`src/rtl/hazard_ctrl_pkg.sv`:
```
// Shared definitions for the pipeline hazard/stall controller:
// controller state encoding and load-use stall length limits.
package hazard_ctrl_pkg;

    typedef enum logic [1:0] {
        RUN      = 2'd0,
        LU_STALL = 2'd1,
        MEM_WAIT = 2'd2
    } state_e;

    // Largest number of load-use bubbles representable by the 3-bit countdown.
    localparam int unsigned LU_STALL_MAX = 7;
    localparam int unsigned LU_LEFT_W    = 3;

endpackage

```
`src/rtl/pipeline_stall_ctrl_sat_counter.sv`:
```
// Saturating up-counter with synchronous clear and synchronous reset.
// Clear takes precedence over increment; the count sticks at all-ones.
module sat_counter #(
    parameter int unsigned W = 16
) (
    input  logic         clk,
    input  logic         rst,
    input  logic         inc,
    input  logic         clr,
    output logic [W-1:0] cnt
);

    logic [W-1:0] cnt_q;
    logic [W-1:0] cnt_d;

    // Next count: clear, saturating increment, or hold.
    always_comb begin
        cnt_d = cnt_q;
        if (clr) begin
            cnt_d = '0;
        end else if (inc && (cnt_q != {W{1'b1}})) begin
            cnt_d = cnt_q + 1'b1;
        end
    end

    // Count register.
    always_ff @(posedge clk) begin
        if (rst) begin
            cnt_q <= '0;
        end else begin
            cnt_q <= cnt_d;
        end
    end

    assign cnt = cnt_q;

endmodule

```
`src/rtl/pipeline_stall_ctrl.sv`:
```
// Five-stage pipeline stall/flush controller.
// Responds combinationally (same cycle) to mem_busy > branch_taken >
// fetch_nop_LD and sequences multi-cycle load-use stalls and memory waits.
// Optional build macro HAZ_PERF_CNT_EN adds three saturating performance
// counters; without it the counter outputs are tied to zero.
module pipeline_stall_ctrl
    import hazard_ctrl_pkg::*;
#(
    parameter int unsigned LU_STALL_CYCLES = 1,
    parameter int unsigned PERF_CNT_W      = 16
) (
    input  logic                  clk,
    input  logic                  rst,
    input  logic                  fetch_nop_LD,
    input  logic                  branch_taken,
    input  logic                  mem_busy,
    input  logic                  perf_clr,
    output logic                  pc_en,
    output logic                  ifid_en,
    output logic                  ifid_flush,
    output logic                  idex_en,
    output logic                  idex_bubble,
    output logic                  exmem_en,
    output logic                  memwb_bubble,
    output logic                  stall_active,
    output logic [PERF_CNT_W-1:0] lu_cnt,
    output logic [PERF_CNT_W-1:0] flush_cnt,
    output logic [PERF_CNT_W-1:0] memwait_cnt
);

    // Remaining LU_STALL cycles after the initial load-use response cycle.
    localparam logic [LU_LEFT_W-1:0] LU_INIT = LU_LEFT_W'(LU_STALL_CYCLES - 1);

    state_e               state_q, state_d;
    state_e               ret_state_q, ret_state_d;
    logic [LU_LEFT_W-1:0] lu_left_q, lu_left_d;

    logic lu_ev;
    logic flush_ev;
    logic memwait_ev;

    // Mealy outputs and next-state selection, priority mem_busy > branch > load-use.
    always_comb begin
        state_d      = state_q;
        ret_state_d  = ret_state_q;
        lu_left_d    = lu_left_q;
        pc_en        = 1'b1;
        ifid_en      = 1'b1;
        ifid_flush   = 1'b0;
        idex_en      = 1'b1;
        idex_bubble  = 1'b0;
        exmem_en     = 1'b1;
        memwb_bubble = 1'b0;
        lu_ev        = 1'b0;
        flush_ev     = 1'b0;
        memwait_ev   = 1'b0;

        if (mem_busy) begin
            // Freeze the front of the pipe and drain a bubble into MEM/WB.
            pc_en        = 1'b0;
            ifid_en      = 1'b0;
            idex_en      = 1'b0;
            exmem_en     = 1'b0;
            memwb_bubble = 1'b1;
            memwait_ev   = 1'b1;
            if (state_q != MEM_WAIT) begin
                ret_state_d = state_q;
                state_d     = MEM_WAIT;
            end
        end else if (branch_taken) begin
            // Flush squashes any load-use victim, so the sequence is aborted.
            ifid_flush  = 1'b1;
            idex_bubble = 1'b1;
            flush_ev    = 1'b1;
            state_d     = RUN;
            lu_left_d   = '0;
        end else if (state_q == LU_STALL) begin
            pc_en       = 1'b0;
            ifid_en     = 1'b0;
            idex_bubble = 1'b1;
            lu_ev       = 1'b1;
            if (lu_left_q <= LU_LEFT_W'(1)) begin
                lu_left_d = '0;
                state_d   = RUN;
            end else begin
                lu_left_d = lu_left_q - 1'b1;
            end
        end else begin
            // RUN, or the release cycle of MEM_WAIT evaluated with RUN rules.
            if (state_q == MEM_WAIT) begin
                state_d = ret_state_q;
            end
            if (fetch_nop_LD) begin
                pc_en       = 1'b0;
                ifid_en     = 1'b0;
                idex_bubble = 1'b1;
                lu_ev       = 1'b1;
                if (LU_STALL_CYCLES > 1) begin
                    state_d   = LU_STALL;
                    lu_left_d = LU_INIT;
                end
            end
        end

        stall_active = ~(pc_en & ifid_en & idex_en & exmem_en)
                     | ifid_flush | idex_bubble | memwb_bubble;

        if (rst) begin
            // Hold every stage and force NOPs while reset is applied.
            pc_en        = 1'b0;
            ifid_en      = 1'b0;
            ifid_flush   = 1'b1;
            idex_en      = 1'b0;
            idex_bubble  = 1'b1;
            exmem_en     = 1'b0;
            memwb_bubble = 1'b1;
            stall_active = 1'b0;
            lu_ev        = 1'b0;
            flush_ev     = 1'b0;
            memwait_ev   = 1'b0;
        end
    end

    // State, return-state and load-use countdown registers.
    always_ff @(posedge clk) begin
        if (rst) begin
            state_q     <= RUN;
            ret_state_q <= RUN;
            lu_left_q   <= '0;
        end else begin
            state_q     <= state_d;
            ret_state_q <= ret_state_d;
            lu_left_q   <= lu_left_d;
        end
    end

`ifdef HAZ_PERF_CNT_EN
    sat_counter #(.W(PERF_CNT_W)) u_lu_cnt (
        .clk (clk),
        .rst (rst),
        .inc (lu_ev),
        .clr (perf_clr),
        .cnt (lu_cnt)
    );

    sat_counter #(.W(PERF_CNT_W)) u_flush_cnt (
        .clk (clk),
        .rst (rst),
        .inc (flush_ev),
        .clr (perf_clr),
        .cnt (flush_cnt)
    );

    sat_counter #(.W(PERF_CNT_W)) u_memwait_cnt (
        .clk (clk),
        .rst (rst),
        .inc (memwait_ev),
        .clr (perf_clr),
        .cnt (memwait_cnt)
    );
`else
    logic unused_perf;
    assign unused_perf = ^{lu_ev, flush_ev, memwait_ev, perf_clr};

    assign lu_cnt      = '0;
    assign flush_cnt   = '0;
    assign memwait_cnt = '0;
`endif

endmodule

```
`config.mk`:
```
export PLATFORM = sky130hd
export DESIGN_NAME = pipeline_stall_ctrl
export DESIGN_NICKNAME = d
export VERILOG_FILES = /design/src/rtl/hazard_ctrl_pkg.sv /design/src/rtl/pipeline_stall_ctrl_sat_counter.sv /design/src/rtl/pipeline_stall_ctrl.sv
export SDC_FILE = /design/constraint.sdc
export NUM_CORES = 1
export LEC_CHECK = 0
export BUFFER_PORTS_ARGS = -buffer_cell sky130_fd_sc_hd__buf_2
export CAP_MARGIN = 30
export CORE_MARGIN = 2
export CORE_UTILIZATION = 43
export DETAILED_ROUTE_END_ITERATION = 7
export GPL_ROUTABILITY_DRIVEN = 0
export HOLD_SLACK_MARGIN = 0.15
export PLACE_DENSITY = 0.85
export SLEW_MARGIN = 20
export SYNTH_ARGS = -nofsm -noshare
export SYNTH_HDL_FRONTEND = slang
export SYNTH_HIERARCHICAL = 1
export SYNTH_SLANG_ARGS = --single-unit
export TNS_END_PERCENT = 100
```
`constraint.sdc`:
```
create_clock -name clk -period 3.1 [get_ports clk]
set_input_delay 0.31 -clock clk [delete_from_list [all_inputs] [get_ports clk]]
set_output_delay 0.31 -clock clk [all_outputs]
set_load 0.02 [all_outputs]
```
# [Word level (Yosys, flattened, before mapping)]
# Index checks and enable logic that the tools add are counted.
[totals] ff_bits=7
[op_classes] n_addsub=1 order_cmp=1 n_eq_ne=5 n_mux=27 n_bitwise=7 reduce_logical=5
[ops] op="$mux W1" n=18
[ops] op="$mux W2" n=6
[ops] op="$mux W3" n=3
[ops] op="$ne A4 B3 Y1 const B" n=1
[ops] op="$reduce_and A2 Y1" n=2
[ops] op="$reduce_bool A4 Y1" n=1
[ops] op="$le A3 B1 Y1 const B" n=1
[ops] op="$or A1 B1 Y1" n=3
[ops] op="$reduce_and A3 Y1" n=1
[ops] op="$sub A3 B1 Y3 const B" n=1
[ops] op="$and A1 B1 Y1" n=2
[ops] op="$eq A2 B1 Y1 const B" n=1
[ops] op="$eq A2 B2 Y1 const B" n=1
[ops] op="$ne A2 B1 Y1 const B" n=1
[ops] op="$ne A2 B2 Y1 const B" n=1
[ops] op="$not A1 Y1" n=2
[ops] op="$reduce_bool A2 Y1" n=1

# [Longest topological paths before layout]
# Gate-level depths: netlist of run 1.
[logic_depth] depth_word=11 ltp_mapped=6

# [Worst setup path after synthesis of run 1]
# No wires, ideal clock.
[synth_timing] kind="input port to output port" startpoint="input port rst" endpoint="output port pc_en" arrival_ns=1.328 required_time_ns=2.790 setup_slack_ns=1.462 cell_stages=5 n_path_buf=2 path_cell_list="clkbuf_1 -> inv_1 -> nand2_1 -> nor2_1 -> buf_4"
[synth_via] elab_chain_cells=1
[synth_rtl] item="from (decl)" line="pipeline_stall_ctrl.sv:13" rtl="input logic rst,"
[synth_rtl] item="$mux W1"
[synth_rtl] item="to (decl)" line="pipeline_stall_ctrl.sv:18" rtl="output logic pc_en,"
# No other way between the ends.

# [Final worst setup path of run 1]
[layout_timing] startpoint="register state_q[1]" endpoint="output port idex_bubble"
[layout_via] elab_chain_cells=5
[layout_rtl] item="from (decl)" line="pipeline_stall_ctrl.sv:34" rtl="state_e state_q, state_d;"
[layout_rtl] item="from (signal assigned)" line="pipeline_stall_ctrl.sv:131" rtl="state_q <= state_d;"
[layout_rtl] item="$eq A2 B1 Y1" line="pipeline_stall_ctrl.sv:77" rtl="end else if (state_q == LU_STALL) begin"
[layout_rtl] item="$mux W1" line="pipeline_stall_ctrl.sv:77"
[layout_rtl] item="$mux W1" line="pipeline_stall_ctrl.sv:70" rtl="end else if (branch_taken) begin"
[layout_rtl] item="$mux W1" line="pipeline_stall_ctrl.sv:58" rtl="if (mem_busy) begin"
[layout_rtl] item="$mux W1" line="pipeline_stall_ctrl.sv:108" rtl="if (rst) begin"
[layout_rtl] item="to (decl)" line="pipeline_stall_ctrl.sv:22" rtl="output logic idex_bubble,"
# No other way between the ends.

==> impl_metrics.yaml, run 1 <==
synth:
  synth-seq-area-share_pct: 17.10
  synth_cell_types: 22
  async_flop_share_pct: 0
  synth_edf_count: 0
  synth_seq_cells: 7
  synth_area_um2: 819.5
  synthFlopType: "dfxtp_1"
  ys_warn_count: 6
  avgSynthCellArea_um2: 7.519
  synth_cells: 109
pwr:
  combPwrFrac_pct: 33.6
  intPower_mw: 0.1545
  seqPwrFrac_pct: 34.7
  p_per_area_nw_per_um2: 368.9
  peakVddDrop_v: 0.0001634
  switching_power_mw: 0.1145
  power_mw: 0.2691
  power_leakage_nw: 0.3801
  clkPwrFrac_pct: 31.6
  swShare_pct: 42.56
critical_path:
  critPathMaxFanout: 5
  crit_chain: "inv_1 > ha_1 > o21ai_0 > nand2_1 > buf_2"
  crit_path_top_delay_cell: "o21ai_0"
  reg2reg_slack_ps: 1580
  end_kind: "output port"
  crit_family: "compound AO/OA/AOI/OAI gates"
  critPathLaunchType: "register"
  required_ps: 2790
  crit_path_max_incr_delay_ps: 430
  cp.buffers_inverters: 2
  cp.arrival_ps: 1610
  critical_path_class: "reg -> out"
timing:
  skew_ps: 3.204
  relSlewSlack_pct: 67.23
  setup_violations: 0
  rsz0062_at_grt: "no"
  max_freq_ghz: 0.5197
  fin_hold_ws_ps: 341.7
  worst_slew_pin_slew_ps: 486.5
  fin_crit_ps: 1924
  slew_violations: 0
  final_hold_viol_count: 0
  fin_tns_setup_ps: 0
  final.period_utilization_pct: 62.07
job:
  maxCapViolations: 0
route:
  vias: 585
  wl_um: 1211
  drtPass1Iterations: 4
  vias_per_cell: 4.034
  drt_iter0_drc: 9
  routedWlPerCell_um: 8.352
  drc: 0
  drtAntennaViolNets: 0
layout:
  diodes: 0
  area_growth_pct: -10.99
  multiInputGateArea_um2: 441.7
  fill_cells: 190
  regArea_um2: 140.1
  fin_nets: 131
  fin_area_um2: 729.5
  drive_gt1_share_pct: 14.17
  final_cells: 145
  final_common_cell: "conb_1"
  layout_common_cells: "conb_1, buf_2, inv_1, a21oi_1, dfxtp_1"
placement:
  numPortBuffers: 12
  place_inst: 141
  dpl_cell_area_um2: 703.2
  dpl.hpwl_um: 1016
global_route:
  grt_pass1_wl_um: 1725
  grt_max_degree: 11
  antenna_found_initial: 0
  track_usage_pct: 11.26
  gr-total-overflow: 0
  grt_pass1_vias: 451
min_path:
  hold_class: "in -> reg"
cts:
  clk_pin_slew_ps: 50
  tritoncts: "done"
  postCtsSetupRepairBufs: 0
  clock-sinks: 7
  cts_max_level: 1
  root_buffer: "clkbuf_4"
  clk_latency_ps: 250
  cts_made_buffers: 3
  cts_resized: 0
  ctsHoldBuffers: 0
  cts.path.max_buffers: 2
floorplanning:
  num_rows: 15
  dieHeight_um: 47.66
  fp.dieW_um: 47.66
  initial_core_util_pct: 46.45
  core_area_um2: 1764
  boundaryPins: 62
  dieArea_um2: 2271
status:
  status: "finished clean"
[cell usage after synthesis, types with 2 or more instances]
library cell / instances / share of area [%]
a21oi_1: 8 / 4.9
inv_1: 8 / 3.7
nor2_1: 6 / 2.7
dfxtp_1: 7 / 17
ha_1: 4 / 6.1
nor3b_1: 2 / 1.8
buf_4: 50 / 46
nand3b_1: 2 / 1.8
nand2_1: 6 / 2.7
o21ai_0: 4 / 2.4
[per-stage QoR]
step / utilization, % / setup WS [ps]
after floorplan: - / 1462
after global placement: 39.86 / 1506
after detailed placement: 39.86 / 1462
after CTS: 41.35 / 1177
after global routing: 41.35 / 1048
final: 41.35 / 1176
[area by class of cell]
| cell class | instances | area share [%] |
|---|---|---|
| Timing Repair Buffer | 12 | 8.233 |
| Sequential cell | 7 | 19.21 |
| Multi-Input combinational cell | 89 | 60.55 |
| Clock buffer | 4 | 3.602 |
| Tap cell | 25 | 4.288 |
| Inverter | 8 | 4.117 |
[routing by layer]
layer | share of wire, % | vias to the layer above | GRT usage, %
li1 | - | 278 | -
met4 | 0.99 | 0 | 6.486
met1 | 38 | 259 | 9.888
met5 | 0 | - | 0
met3 | 14 | 2 | 5.283
met2 | 47 | 46 | 20.81
[flip-flops by register name, summed over array words and instances (netlist names)]
signal       flops
lu_left_q        3
ret_state_q      2
state_q          2
[kinds of logic (layout without fill, tap and decap cells)]
family / after synthesis / after routing / share of synthesized area, %
buf+inv: 60 / 24 / 50.53
other cells: 1 / 48 / 0.4576
compound gates: 19 / 19 / 14.66
simple gates: 18 / 18 / 11.14
fa+ha+maj: 4 / 4 / 6.107
flops: 7 / 7 / 17.10
[power groups by stage]
stage	Sequential [mW]	Clock [mW]	Combinational, mW
5_1_grt	0.0934	0.0921	0.100
3_5_place_dp	0.0953	0	0.0893
3_3_place_gp	0.0952	0	0.0882
6_report	0.0935	0.0851	0.0905
2_1_floorplan	0.0950	0	0.125
4_1_cts	0.0933	0.0888	0.0896
[worst paths after layout]
path                    end      startpoint  cells past startpoint
max             idex_bubble      state_q[1]                      5
min            lu_left_q[2]             rst                      2
max reg2reg    lu_left_q[1]    lu_left_q[1]                      6
min reg2reg  ret_state_q[0]  ret_state_q[0]                      2
Power figures use the tool's default switching activity.
==> inputs of run 2 (changes only) <==
Settings changed: CORE_UTILIZATION 43 to 39, PLACE_DENSITY 0.85 to 0.78.
Clock period 3.1 ns to 1.8 ns, I/O delays scaled along.
==> impl_metrics.yaml, run 2 (synthesized netlist as in run 1, its figures left out) <==
route:
  drc: 0
  drtPass1Iterations: 4
  drt_iter0_drc: 13
  wl_um: 1181
  routedWlPerCell_um: 8.034
  drtAntennaViolNets: 0
  vias: 590
  vias_per_cell: 4.014
min_path:
  hold-path-endpoint: "lu_left_q[1]"
  hold_class: "in -> reg"
  min_from: "rst"
  hold-path-cell-count: 2
cts:
  cts_resized: 1
  root_buffer: "clkbuf_4"
  cts_max_level: 1
  ctsHoldBuffers: 0
  clk_latency_ps: 250
  cts.path.max_buffers: 2
  tritoncts: "done"
  clk_pin_slew_ps: 50
  cts_made_buffers: 3
  postCtsSetupRepairBufs: 0
  clock-sinks: 7
layout:
  drive_gt1_share_pct: 14.17
  largest_reg_flops: 3
  fin_area_um2: 732.0
  layout_common_cells: "conb_1, buf_2, inv_1, a21oi_1, dfxtp_1"
  final_common_cell: "conb_1"
  area_growth_pct: -10.69
  regMostFlops: "lu_left_q"
  diodes: 0
  reg.largest.list: "lu_left_q x3, ret_state_q x2, state_q x2"
  fin_nets: 131
floorplanning:
  dieArea_um2: 2484
  fp.dieW_um: 49.84
  boundaryPins: 62
  num_rows: 16
  initial_core_util_pct: 41.35
  core_area_um2: 1982
  dieHeight_um: 49.84
pwr:
  power_mw: 0.4583
  p_per_area_nw_per_um2: 626.2
  peakVddDrop_v: 0.0003246
  power_leakage_nw: 0.3802
timing:
  max_freq_ghz: 0.5977
  rsz0062_at_grt: "no"
  fin_crit_ps: 1673
  final_hold_viol_count: 0
  final.period_utilization_pct: 92.95
  slew_violations: 0
  setup_ws_ps: 126.9
  fin_tns_setup_ps: 0
  skew_ps: 5.411
  setup_violations: 0
global_route:
  track_usage_pct: 9.911
  grt_max_degree: 11
  gr-total-overflow: 0
  grt_pass1_vias: 458
  antenna_found_initial: 0
  grt_pass1_wl_um: 1842
critical_path:
  critPathLaunchType: "register"
  crit_path_top_delay_cell: "dfxtp_1"
  critical_path_class: "reg -> out"
  end_kind: "output port"
  cp.arrival_ps: 1490
  r2r_cells: 6
  critPathMaxFanout: 5
  required_ps: 1620
  crit_path_max_incr_delay_ps: 360
  rr_startpoint: "state_q[0]"
  crit_chain: "inv_1 > ha_1 > o21ai_1 > nand2_1 > buf_2"
  reg2reg_slack_ps: 220
  r2r-end: "state_q[1]"
placement:
  dpl_cell_area_um2: 705.7
  dpl.hpwl_um: 990.4
  dp_slack_ps: 238.7
  numPortBuffers: 12
status:
  status: "finished clean"
job:
  maxCapViolations: 0
-- run 2: cell counts in the layout (fill, tap and decap cells not counted) --
Identical to the previous run, type by type.
-- run 2: worst max-delay path by stage --
stage,start,to,slack [ps],cells past startpoint
2_1_floorplan,state_q[1],pc_en,310,6
3_3_place_gp,lu_left_q[1],lu_left_q[1],320,6
3_5_place_dp,state_q[0],state_q[1],240,6
4_1_cts,state_q[1],idex_bubble,140,5
5_1_grt,state_q[1],idex_bubble,30,5
6_report,state_q[1],idex_bubble,130,5
-- run 2: layer usage --
| layer | routed length (um) | track usage, % | part of all wire [%] | vias up |
|---|---|---|---|---|
| met5 | 0 | 0 | 0 | - |
| li1 | - | - | - | 279 |
| met2 | 551 | 14.89 | 47 | 55 |
| met4 | 16 | 5.556 | 1.4 | 0 |
| met3 | 188 | 5.758 | 16 | 4 |
| met1 | 424 | 10.82 | 36 | 252 |
-- run 2: worst max-delay path, delay by kind of cell, from the launching register on --
| family | cells | cell delay, ps |
|---|---|---|
| buf+inv | 2 | 240 |
| flops | 1 | 360 |
| simple gates | 1 | 80 |
| fa+ha+maj | 1 | 250 |
| compound gates | 1 | 310 |
-- run 2: through the flow --
stage / hold WS [ps] / util, % / instances
after CTS: 223.9 / 36.93 / 147
after floorplan: 365.4 / - / 156
after detailed placement: 473.3 / 35.61 / 143
after global placement: 457.2 / 35.61 / 143
final: 214.1 / 36.93 / 147
after global routing: 232.1 / 36.93 / 147
-- run 2: where the power goes --
group / leakage [nW] / switching (mW) / internal, mW
clock network: 0.0150 / 0.0574 / 0.0845
logic: 0.308 / 0.132 / 0.0227
registers: 0.0567 / 0.00249 / 0.159
total: 0.380 / 0.192 / 0.266
-- run 2: cell type report --
type                            instances  area [um2]
Fill cell                             220        1250
Timing Repair Buffer                   12       60.06
Tap cell                               27       33.78
Multi-Input combinational cell         89       441.7
Inverter                                8       30.03
Sequential cell                         7       140.1
Clock buffer                            4       26.28
==> inputs of run 3 (changes only) <==
Settings changed: BUFFER_PORTS_ARGS -buffer_cell sky130_fd_sc_hd__buf_2 to -buffer_cell sky130_fd_sc_hd__clkbuf_2.
==> impl_metrics.yaml, run 3 (synthesized netlist as in run 1, its figures left out) <==
timing:
  max_freq_ghz: 0.6044
  final.period_utilization_pct: 91.93
  rsz0062_at_grt: "no"
  fin_tns_setup_ps: 0
  skew_ps: 7.915
  setup_violations: 0
  fin_crit_ps: 1655
  final_hold_viol_count: 0
  slew_violations: 0
  setup_ws_ps: 145.3
layout:
  regMostFlops: "lu_left_q"
  diodes: 0
  largest_reg_flops: 3
  reg.largest.list: "lu_left_q x3, ret_state_q x2, state_q x2"
  final_common_cell: "conb_1"
  area_growth_pct: -10.69
  layout_common_cells: "conb_1, clkbuf_2, inv_1, a21oi_1, dfxtp_1"
  drive_gt1_share_pct: 14.17
  utilization_pct: 36.93
  fin_nets: 131
global_route:
  grt_pass1_vias: 443
  gr-total-overflow: 0
  grt_pass1_wl_um: 1794
  track_usage_pct: 9.975
  grt_max_degree: 11
  antenna_found_initial: 0
critical_path:
  critPathMaxFanout: 5
  crit_path_max_incr_delay_ps: 360
  cp.buffers_inverters: 2
  r2r-end: "state_q[1]"
  cp.arrival_ps: 1470
  reg2reg_slack_ps: 200
  end_kind: "output port"
  crit_path_top_delay_cell: "dfxtp_1"
  rr_startpoint: "state_q[0]"
  crit_chain: "inv_1 > ha_1 > o21ai_1 > nand2_1 > clkbuf_2"
  r2r_cells: 6
  required_ps: 1620
  critPathLaunchType: "register"
  crit_family: "flip-flops"
  critical_path_class: "reg -> out"
route:
  routedWlPerCell_um: 8.190
  wl_um: 1204
  drtPass1Iterations: 4
  drtAntennaViolNets: 0
  vias_per_cell: 4.020
  drt_iter0_drc: 17
  vias: 591
  drc: 0
floorplanning:
  initial_core_util_pct: 41.35
  fp.dieW_um: 49.84
  boundaryPins: 62
  dieArea_um2: 2484
  core_area_um2: 1982
  dieHeight_um: 49.84
  num_rows: 16
cts:
  tritoncts: "done"
  ctsHoldBuffers: 0
  cts.path.max_buffers: 2
  root_buffer: "clkbuf_4"
  cts_made_buffers: 3
  clk_pin_slew_ps: 50
  cts_resized: 0
  clk_latency_ps: 260
  postCtsSetupRepairBufs: 0
  cts_max_level: 1
  clock-sinks: 7
min_path:
  min_from: "rst"
  hold_class: "in -> reg"
  hold-path-cell-count: 2
  hold-path-endpoint: "lu_left_q[2]"
status:
  status: "finished clean"
placement:
  dpl.hpwl_um: 985.8
  numPortBuffers: 12
  dp_slack_ps: 240.6
pwr:
  p_per_area_nw_per_um2: 631.4
  power_leakage_nw: 0.3814
  power_mw: 0.4621
  peakVddDrop_v: 0.0003227
job:
  maxCapViolations: 0
run 3: changes by cell type in the layout (fill, tap and decap cells not counted):
cell and change:
buf_2 -12, clkbuf_2 +12
run 3: how the worst max path moves through the flow:
stage	startpoint	endpoint	slack [ps]	depth (start not counted)
final	state_q[1]	idex_bubble	150	5
after global routing	state_q[1]	idex_bubble	80	5
after CTS	state_q[1]	idex_bubble	8	5
after detailed placement	state_q[0]	state_q[1]	240	6
after global placement	lu_left_q[1]	lu_left_q[1]	320	6
after floorplan	state_q[1]	pc_en	310	6
run 3: per-stage QoR:
| stage | std cells | hold slack, ps | area, um2 |
|---|---|---|---|
| after detailed placement | 143 | 471.3 | 705.7 |
| after global placement | 143 | 457.3 | 705.7 |
| after floorplan | 156 | 365.4 | 996.0 |
| after global routing | 147 | 234.3 | 732.0 |
| final | 147 | 235.4 | 732.0 |
| after CTS | 147 | 219.2 | 732.0 |
run 3: worst reg2reg max path, stage by stage, from the launching register on:
cell      delay [ps]
dfxtp_1          390
inv_1             70
ha_1             330
nor3b_1          150
a21oi_1          130
o31ai_1          110
a221oi_1         320
run 3: final cells by class:
class / count / area [um2]
inverter: 8 / 30.03
tap: 27 / 33.78
clock buffer: 4 / 26.28
timing repair buffer: 12 / 60.06
sequential: 7 / 140.1
multi-input combinational: 89 / 441.7
fill: 223 / 1250
run 3: where the power goes:
part | switching [mW] | internal, mW
logic | 0.134 | 0.0225
registers | 0.00246 | 0.159
clock network | 0.0599 | 0.0847
total | 0.196 | 0.266
run 3: per-layer routing:
metal	global-route usage [%]	part of all wire (%)
met5	0	0
met4	6.944	1.8
met3	4.848	13
met2	15.33	46
met1	10.63	39
